[config.mk]
export PLATFORM = sky130hd
export DESIGN_NAME = zero_flag_unit
export DESIGN_NICKNAME = d
export VERILOG_FILES = /design/src/rtl/zero_flag_unit.sv
export SDC_FILE = /design/constraint.sdc
export NUM_CORES = 1
export LEC_CHECK = 0
export CORE_AREA = 2 2 52 54
export DETAILED_ROUTE_END_ITERATION = 10
export DIE_AREA = 0 0 54 56
export GPL_TIMING_DRIVEN = 1
export MAX_ROUTING_LAYER = met4
export PLACE_DENSITY = 0.81
export SYNTH_ARGS = -nofsm -noshare
export SYNTH_HDL_FRONTEND = slang
export SYNTH_SLANG_ARGS = --single-unit
[constraint.sdc]
create_clock -name clk -period 2.13 [get_ports clk]
set_input_delay 0.426 -clock clk [delete_from_list [all_inputs] [get_ports clk]]
set_output_delay 0.426 -clock clk [all_outputs]
set_load 0.05 [all_outputs]
[src/rtl/zero_flag_unit.sv]
// Zero/negative flag register with branch-condition decode and a small LIFO flag stack.
// Optional zero-run counter is enabled by defining ZERO_RUN_CNT_EN.
module zero_flag_unit #(
  parameter int WIDTH = 32,
  parameter int DEPTH = 4,
  parameter int CNT_W = 8
) (
  input  logic                         clk,
  input  logic                         rst_n,
  input  logic [WIDTH-1:0]             data,
  input  logic                         ld,
  input  logic [2:0]                   cond,
  input  logic                         push,
  input  logic                         pop,
  output logic                         zero,
  output logic                         neg,
  output logic                         take,
  output logic [$clog2(DEPTH+1)-1:0]   level,
  output logic                         full,
  output logic                         empty,
  output logic                         err,
  output logic [CNT_W-1:0]             run_cnt
);

  localparam int LW = $clog2(DEPTH+1);

  logic          zero_reg;
  logic          neg_reg;
  logic [LW-1:0] level_reg;
  logic          err_reg;
  logic [1:0]    stack [DEPTH];

  logic push_ok;
  logic pop_ok;
  logic misuse;

  assign full    = (level_reg == LW'(DEPTH));
  assign empty   = (level_reg == '0);
  assign push_ok = push && !pop && !full;
  assign pop_ok  = pop && !push && !empty;
  assign misuse  = (push && !pop && full) || (pop && !push && empty);

  always_ff @(posedge clk or negedge rst_n) begin
    if (!rst_n) begin
      zero_reg  <= 1'b0;
      neg_reg   <= 1'b0;
      level_reg <= '0;
      err_reg   <= 1'b0;
    end else begin
      if (pop_ok) begin
        {neg_reg, zero_reg} <= stack[0];
      end else if (ld) begin
        zero_reg <= (data == '0);
        neg_reg  <= data[WIDTH-1];
      end
      if (push_ok) begin
        level_reg <= level_reg + LW'(1);
      end else if (pop_ok) begin
        level_reg <= level_reg - LW'(1);
      end
      if (misuse) begin
        err_reg <= 1'b1;
      end
    end
  end

  // Shift-register stack: entry 0 is always the top, so no level-based indexing is needed.
  // Entries are not reset; level alone decides which ones are valid.
  always_ff @(posedge clk) begin
    if (push_ok) begin
      stack[0] <= {neg_reg, zero_reg};
      for (int i = 1; i < DEPTH; i++) begin
        stack[i] <= stack[i-1];
      end
    end else if (pop_ok) begin
      for (int i = 0; i < DEPTH-1; i++) begin
        stack[i] <= stack[i+1];
      end
    end
  end

  always_comb begin
    take = 1'b0;
    case (cond)
      3'b000:  take = zero_reg;
      3'b001:  take = !zero_reg;
      3'b010:  take = neg_reg;
      3'b011:  take = !neg_reg;
      3'b100:  take = !neg_reg && !zero_reg;
      3'b101:  take = neg_reg || zero_reg;
      3'b110:  take = 1'b1;
      default: take = 1'b0;
    endcase
  end

  assign zero  = zero_reg;
  assign neg   = neg_reg;
  assign level = level_reg;
  assign err   = err_reg;

`ifdef ZERO_RUN_CNT_EN
  logic [CNT_W-1:0] run_cnt_reg;

  // Counts every ld, including ones whose flag update is overridden by a pop.
  always_ff @(posedge clk or negedge rst_n) begin
    if (!rst_n) begin
      run_cnt_reg <= '0;
    end else if (ld) begin
      if (data != '0) begin
        run_cnt_reg <= '0;
      end else if (run_cnt_reg != {CNT_W{1'b1}}) begin
        run_cnt_reg <= run_cnt_reg + CNT_W'(1);
      end
    end
  end

  assign run_cnt = run_cnt_reg;
`else
  assign run_cnt = '0;
`endif

endmodule

Yosys cells after proc, flatten, opt, wreduce, memory -nomap -nowiden:

Memory sizes are Yosys's and may differ from the RTL's.
Index checks and enable logic that the tools add are counted.

* register bits after elaboration: 6
* logic and storage cells: 52
* RAM bits: 8
* bits of input ports: 40
* memories kept: 1
* output and inout bits: 17

* add/sub/neg operators: 2
* bitwise logic cells: 3
* equal/unequal tests: 7
* mux-type cells: 15
* reductions and logical operators: 20

Memories
* stack: words 4, width 2, rd ports 4, clocked after Yosys merged registers in 0, write ports 4, RTL line 31 `logic [1:0] stack [DEPTH];`

Operator list (number)
* $logic_not A32 Y1: 1
* $eq A3 B3 Y1 const B: 4
* $mux W1: 9
* $logic_and A1 B1 Y1: 7
* $pmux W1 S7: 1
* $eq A3 B2 Y1 const B: 2
* $logic_not A1 Y1: 6
* $logic_not A3 Y1: 2
* $mux W2: 3
* $mux W3: 2
* $reduce_bool A2 Y1: 2
* $add A3 B1 Y3 const B: 1
* $eq A3 B1 Y1 const B: 1
* $or A1 B1 Y1: 3
* $sub A3 B1 Y3 const B: 1
* $logic_or A1 B1 Y1: 2

Longest topological paths before layout:

Gate-level depths: netlist of run 1.

* word-level depth: 7
* depth in mapped cells: 6
* mapped depth without buffers: 6

Least setup slack after synthesis of run 1:

Ideal clock, no wire load.

* path type: register to register
* start point: register level_reg[2] (netlist: level[2])
* end point: register level_reg[1] (netlist: level[1])
* buffers on the path: 0
* arrival time: 2.421 ns
* clock period less this slack: 2.546 ns
* path slack: -0.416 ns
* cell stages (with the launch flop): 6
* library setup time: 0.125 ns
* cells stage by stage: dfrtp_1 -> nor3b_2 -> nor3b_2 -> inv_1 -> fa_1 -> mux2_4

* word-level cells in the longest chain between the ends: 4

Ends and longest elaborated chain
* start: declaration: RTL line 29 `logic [LW-1:0] level_reg;`
* start signal: assignment: RTL line 57 `level_reg <= level_reg + LW'(1);`
* start signal: assignment: RTL line 59 `level_reg <= level_reg - LW'(1);`
* $eq A3 B3 Y1 (*): RTL line 37 `assign full = (level_reg == LW'(DEPTH));`
* named net full: RTL line 19 `output logic full,`
* $logic_not A1 Y1 (*): RTL line 39 `assign push_ok = push && !pop && !full;`
* $logic_and A1 B1 Y1 (*): RTL line 39
* named net push_ok: RTL line 33 `logic push_ok;`
* $mux W3 or $reduce_bool A2 Y1 (tied branches)

The timed path passes the listed nets; every way through them passes the cells marked *.
A chain may end at the register's enable or synchronous reset.

Worst setup path after layout of run 1:

* start point: register level_reg[0] (netlist: level[0])
* end point: output level[0]

RTL lines
* end: declaration: RTL line 18 `output logic [$clog2(DEPTH+1)-1:0] level,`

No word-level cell between the ends.

==> results of run 1 <==
[placed cells by master, fill, tap and decap left out, types with 2 or more instances in the layout]
master	n
nor4_1	7
o21ai_0	2
edfxtp_1	8
clkbuf_4	3
buf_4	5
nand2_1	4
mux2_2	6
clkdlybuf4s50_1	45
dfrtp_1	3
nor2_1	4
dfrtp_2	3
mux2i_1	2
inv_1	2
conb_1	8
[through the flow]
| stage | setup WS [ns] | utilization | power (mW) | cells |
|---|---|---|---|---|
| after floorplan | -0.05209 | - | 0.9760 | 76 |
| after global placement | 0.1045 | 0.5525 | 1.227 | 148 |
| after detailed placement | 0.03557 | 0.5525 | 1.253 | 148 |
| after CTS | 0.09871 | 0.5633 | 1.407 | 152 |
| after global routing | 0.04987 | 0.5633 | 1.464 | 152 |
| final | 0.1069 | 0.5633 | 1.391 | 152 |
[cell type report]
type / instances / area (sq um) / share of cell area
Clock inverter: 1 / 3.754 / 0.002740
Timing Repair Buffer: 51 / 508.0 / 0.3708
Clock buffer: 3 / 22.52 / 0.01644
Tap cell: 30 / 37.54 / 0.02740
Inverter: 2 / 7.507 / 0.005479
Sequential cell: 14 / 394.1 / 0.2877
Multi-Input combinational cell: 51 / 396.6 / 0.2895
[cell usage after synthesis]
cell,number
xnor2_1,1
inv_1,2
a211o_1,1
xor2_1,2
edfxtp_1,8
a22oi_1,1
buf_4,8
nor3b_2,2
buf_2,1
conb_1,1
dfrtp_1,6
nor2_1,4
nor4b_1,1
mux2i_1,2
a311o_2,1
nor3_2,2
nor3_1,1
fa_1,1
nand3_1,1
nand4_1,1
o21ai_0,2
mux2_4,1
mux2_2,6
nor4_1,7
nor3b_1,1
or2_4,1
nand2_1,4
[final timing paths]
path,slack (ns),from,endpoint
max in group asynchronous,1.49,rst_n,level[0]$_DFFE_PN0P_
setup / recovery,0.11,level[0]$_DFFE_PN0P_,level[0]
hold reg to reg,0.47,stack[2][1]$_DFFE_PP_,stack[3][1]$_DFFE_PP_
min in group clk,0.47,stack[2][1]$_DFFE_PP_,stack[3][1]$_DFFE_PP_
hold / removal,0.39,rst_n,err$_DFFE_PN0P_
setup reg to reg,0.42,level[2]$_DFFE_PN0P_,level[1]$_DFFE_PN0P_
[power groups by stage]
stage / Sequential [mW] / Combinational (mW) / Clock, mW
3_3_place_gp: 0.498 / 0.730 / 0
6_report: 0.495 / 0.743 / 0.153
2_1_floorplan: 0.647 / 0.329 / 0
4_1_cts: 0.498 / 0.753 / 0.156
3_5_place_dp: 0.502 / 0.751 / 0
5_1_grt: 0.512 / 0.782 / 0.170
[cells by family (layout without fill, tap and decap cells)]
kind of cell / Yosys count / in the layout / share of synthesized area
other cells: 1 / 8 / 0.004611
xor+xnor: 3 / 3 / 0.03231
buf+inv: 11 / 57 / 0.08923
compound gates: 5 / 5 / 0.04616
flops: 14 / 14 / 0.4800
simple gates: 25 / 25 / 0.1969
mux: 9 / 9 / 0.1261
fa+ha+maj: 1 / 1 / 0.02462
[metal layers]
layer  vias to the layer above  wire length [um]  GRT usage
met5                         -                 0          -
met4                         0                 0    0.01786
met3                         0                69    0.03763
met2                        18              1115     0.2439
met1                       330               822     0.1849
li1                        347                 -          -
==> impl_metrics.json, run 1 <==
{
  "status": "completed",
  "cts.sinks": 14,
  "fp-row-count": 18,
  "ant_nets": 0,
  "critical_path_arrival_ns": 1.60,
  "grt_remaining_overflow": 0,
  "numCtsBuffers": 3,
  "fp.dieH_um": 56,
  "leakage_nw": 0.5248,
  "io_pins": 57,
  "ys_warn_count": 0,
  "p_sw_frac": 0.4320,
  "wire_per_inst_um": 13.20,
  "grt_pass1_wl_um": 3249,
  "grt_max_degree": 12,
  "maxCapViolations": 0,
  "crit_required_ns": 1.70,
  "synth.distinct_cells": 27,
  "rsz0062_at_grt": "false",
  "hold_viol_final": 0,
  "report.final.setup_viol": 0,
  "antenna_cells": 0,
  "ys_ff_latch": 14,
  "cts_tree": "done",
  "dp_hpwl_um": 1723,
  "clock_skew_ns": 0.002210,
  "startpoint_type": "flip-flop",
  "cp-end-kind": "output port",
  "hold_buffers": 0,
  "ir_worst_vdd_v": 0.0009656,
  "drive_above_1_share": 0.2131,
  "fin_crit_ns": 2.023,
  "post-cts-setup-buffer-count": 0,
  "max_stage_delay_ns": 0.85,
  "fin_tns_setup_ns": 0,
  "synth_seq_area_share": 0.4800,
  "routed_wl_um": 2006,
  "dieArea_sq_mm": 0.003024,
  "die_x_um": 54,
  "io_buffers": 48,
  "routed_via_density": 4.572,
  "largest_reg_flops": 8,
  "slowest_stage": "clkdlybuf4s50_1",
  "clock_latency_ns": 0.27,
  "grt_pass1_vias": 726,
  "max_freq_mhz": 494.3,
  "crit_buf_inv": 1,
  "worst_slew_pin_slew_ns": 0.5049,
  "fin_crit_sh": 0.9498,
  "dr.pass1.iters": 2,
  "reg2reg_depth": 5,
  "netlist_instances": 69,
  "drc": 0,
  "slew_headroom": 0.6624,
  "num_vias": 695,
  "cp_max_fo": 5,
  "comb_power_share": 0.534,
  "clkPwrFrac": 0.110,
  "clockBufferDepth": 2,
  "area_growth_pct": 68.46,
  "p_sw_mw": 0.6008,
  "final_cell_area_sq_mm": 0.001370,
  "synth_top_area_frac": 0.2954,
  "path_cells": "clkdlybuf4s50_1",
  "drt_iter0_markers": 3,
  "grt_usage": 0.1475,
  "initial_core_util": 0.3344,
  "core_area_sq_mm": 0.002432,
  "fin_hold_ws_ns": 0.3933,
  "finalMaxSlewViolations": 0,
  "critPathTopFamily": "buffers and inverters",
  "synthTopCellsByArea": "edfxtp_1 30%, dfrtp_1 18%, mux2_2 8.3%",
  "cts_resized": 0,
  "antenna_found_initial": 0,
  "min_path_type": "in2async",
  "cts.clk_slew.worst_paths_ns": 0.09,
  "dpl_cell_area_sq_mm": 0.001344,
  "p_seq_frac": 0.356,
  "cts_htree_levels": 1,
  "cp.depth": 1,
  "avgSynthCellArea_sq_um": 11.79,
  "internal_power_mw": 0.7901,
  "root_buffer": "clkbuf_4",
  "fin_nets": 164,
  "place_congestion": 0.7459,
  "final.fill_count": 223,
  "synth_area_sq_um": 813.3,
  "synth_area_leader_cell": "edfxtp_1",
  "p_per_area_mw_per_mm2": 1015,
  "critical_path_class": "reg2out"
}
(Power assumes the default switching activity.)
==> run 2, diff against run 1 <==
- CELL_PAD_IN_SITES_DETAIL_PLACEMENT: not set -> 1
- CELL_PAD_IN_SITES_GLOBAL_PLACEMENT: not set -> 1
- CORE_AREA: 2 2 52 54 -> 2 2 62 64
- DIE_AREA: 0 0 54 56 -> 0 0 64 66
- GPL_TIMING_DRIVEN: 1 -> 0
- PLACE_DENSITY: 0.81 -> 0.78
- SKIP_CTS_REPAIR_TIMING: not set -> 1
==> impl_metrics.json, run 2 (synthesized netlist as in run 1, its figures left out) <==
{
  "status": "completed",
  "worstReg2RegStart": "level[2]$_DFFE_PN0P_",
  "grt_usage": 0.1155,
  "final_cell_area_sq_mm": 0.001439,
  "min_path_type": "in2async",
  "fin_crit_sh": 0.9501,
  "reg2reg_to": "level[2]$_DFFE_PN0P_",
  "critical_path_arrival_ns": 1.60,
  "leakage_nw": 0.5836,
  "final_common_cell": "clkdlybuf4s50_1",
  "grt_max_degree": 11,
  "cts.clk_slew.worst_paths_ns": 0.09,
  "die_x_um": 64,
  "final.fill_count": 403,
  "pre_cts_slack_ns": -0.4761,
  "internal_power_mw": 0.7861,
  "dp_hpwl_um": 1941,
  "crit_buf_inv": 1,
  "p_sw_mw": 0.6150,
  "clockBufferDepth": 2,
  "grt_pass1_vias": 841,
  "ant_nets": 0,
  "cts.sinks": 14,
  "largest_reg_flops": 8,
  "dieArea_sq_mm": 0.004224,
  "final_cell_mix": "45 x clkdlybuf4s50_1, 9 x buf_4, 8 x conb_1, 8 x edfxtp_1, 7 x nor4_1",
  "drt_iter0_markers": 6,
  "critical_path_class": "reg2out",
  "fp.dieH_um": 66,
  "numCtsBuffers": 3,
  "cts_htree_levels": 1,
  "clock_skew_ns": 0.0009719,
  "p_per_area_mw_per_mm2": 973.7,
  "slew_headroom": 0.6647,
  "core_area_sq_mm": 0.003551,
  "cp-end-kind": "output port",
  "io_buffers": 48,
  "drc": 0,
  "dr.pass1.iters": 2,
  "cp_max_fo": 5,
  "crit_required_ns": 1.70,
  "worst_slew_pin_slew_ns": 0.5014,
  "routed_wl_um": 2232,
  "drive_above_1_share": 0.2344,
  "startpoint_type": "flip-flop",
  "initial_core_util": 0.2290,
  "max_freq_mhz": 494.1,
  "slowest_stage": "clkdlybuf4s50_1",
  "p_sw_frac": 0.4389,
  "comb_power_share": 0.532,
  "place_congestion": 0.6433,
  "cts_tree": "done",
  "clkPwrFrac": 0.112,
  "antenna_cells": 0,
  "p_seq_frac": 0.356,
  "fin_nets": 170,
  "max_stage_delay_ns": 0.84,
  "fin_ws_ns": 0.1062,
  "clock_latency_ns": 0.28,
  "area_growth_pct": 76.92,
  "routed_via_density": 4.136,
  "ir_worst_vdd_v": 0.0006980,
  "dpl_cell_area_sq_mm": 0.001404,
  "reg2reg_depth": 6,
  "hold_viol_final": 0,
  "r2r_slack_ns": 0.26,
  "antenna_found_initial": 0,
  "grt_remaining_overflow": 0,
  "rsz0062_at_grt": "false",
  "fin_hold_ws_ns": 0.4060,
  "path_cells": "clkdlybuf4s50_1",
  "finalMaxSlewViolations": 0,
  "io_pins": 57,
  "num_vias": 728,
  "critPathTopFamily": "buffers and inverters",
  "fin_crit_ns": 2.024,
  "root_buffer": "clkbuf_4",
  "maxCapViolations": 0,
  "report.final.setup_viol": 0,
  "fp-row-count": 22,
  "grt_pass1_wl_um": 3670,
  "wire_per_inst_um": 12.68
}
## run 2: changes by cell type in the layout (fill, tap and decap cells not counted), sizes merged
| cell | before | now |
|---|---|---|
| buf | 6 | 10 |
| dlymetal6s2s | 0 | 2 |
## run 2: worst max path at each step
stage                              start  slack, ns                   end  cells after the start
floorplan           level[2]$_DFFE_PN0P_      -0.05  level[1]$_DFFE_PN0P_                      5
global placement                 cond[1]      -0.41                  take                      6
global route                     cond[2]       0.03                  take                      6
CTS                              cond[1]      -0.48                  take                      6
detailed placement               cond[1]      -0.48                  take                      6
finish              level[0]$_DFFE_PN0P_       0.11              level[0]                      1
## run 2: area by class of cell
cell class              instances  area, sq um  share of cell area
well taps                      48        60.06             0.04174
plain buffers                   9        65.06             0.04522
inverters                       2        7.507            0.005217
clock buffers                   3        22.52             0.01565
flip-flops and latches         14        394.1              0.2739
clock inverters                 1        3.754            0.002609
repair buffers                 48        483.0              0.3357
multi-input cells              51        402.9              0.2800
## run 2: stage by stage
stage	util	power, mW	instances	TNS [ns]
2_1_floorplan	-	0.9760	76	-0.05209
3_3_place_gp	0.3953	1.220	172	-0.9704
3_5_place_dp	0.3953	1.251	172	-1.443
4_1_cts	0.4027	1.412	176	-0.8311
5_1_grt	0.4052	1.470	176	0
6_report	0.4052	1.401	176	0
## run 2: routing by layer
| metal | global-route usage | vias to the layer above | routed length [um] |
|---|---|---|---|
| met3 | 0.01704 | 4 | 109 |
| li1 | - | 356 | - |
| met5 | - | - | 0 |
| met4 | 0.04891 | 0 | 36 |
| met2 | 0.2214 | 29 | 1295 |
| met1 | 0.1166 | 339 | 791 |
## run 2: power groups by stage
| stage | Sequential (mW) | Clock [mW] | Combinational (mW) |
|---|---|---|---|
| finish | 0.498 | 0.157 | 0.745 |
| global route | 0.517 | 0.172 | 0.781 |
| CTS | 0.500 | 0.161 | 0.751 |
| detailed placement | 0.504 | 0 | 0.746 |
| global placement | 0.496 | 0 | 0.724 |
| floorplan | 0.647 | 0 | 0.329 |
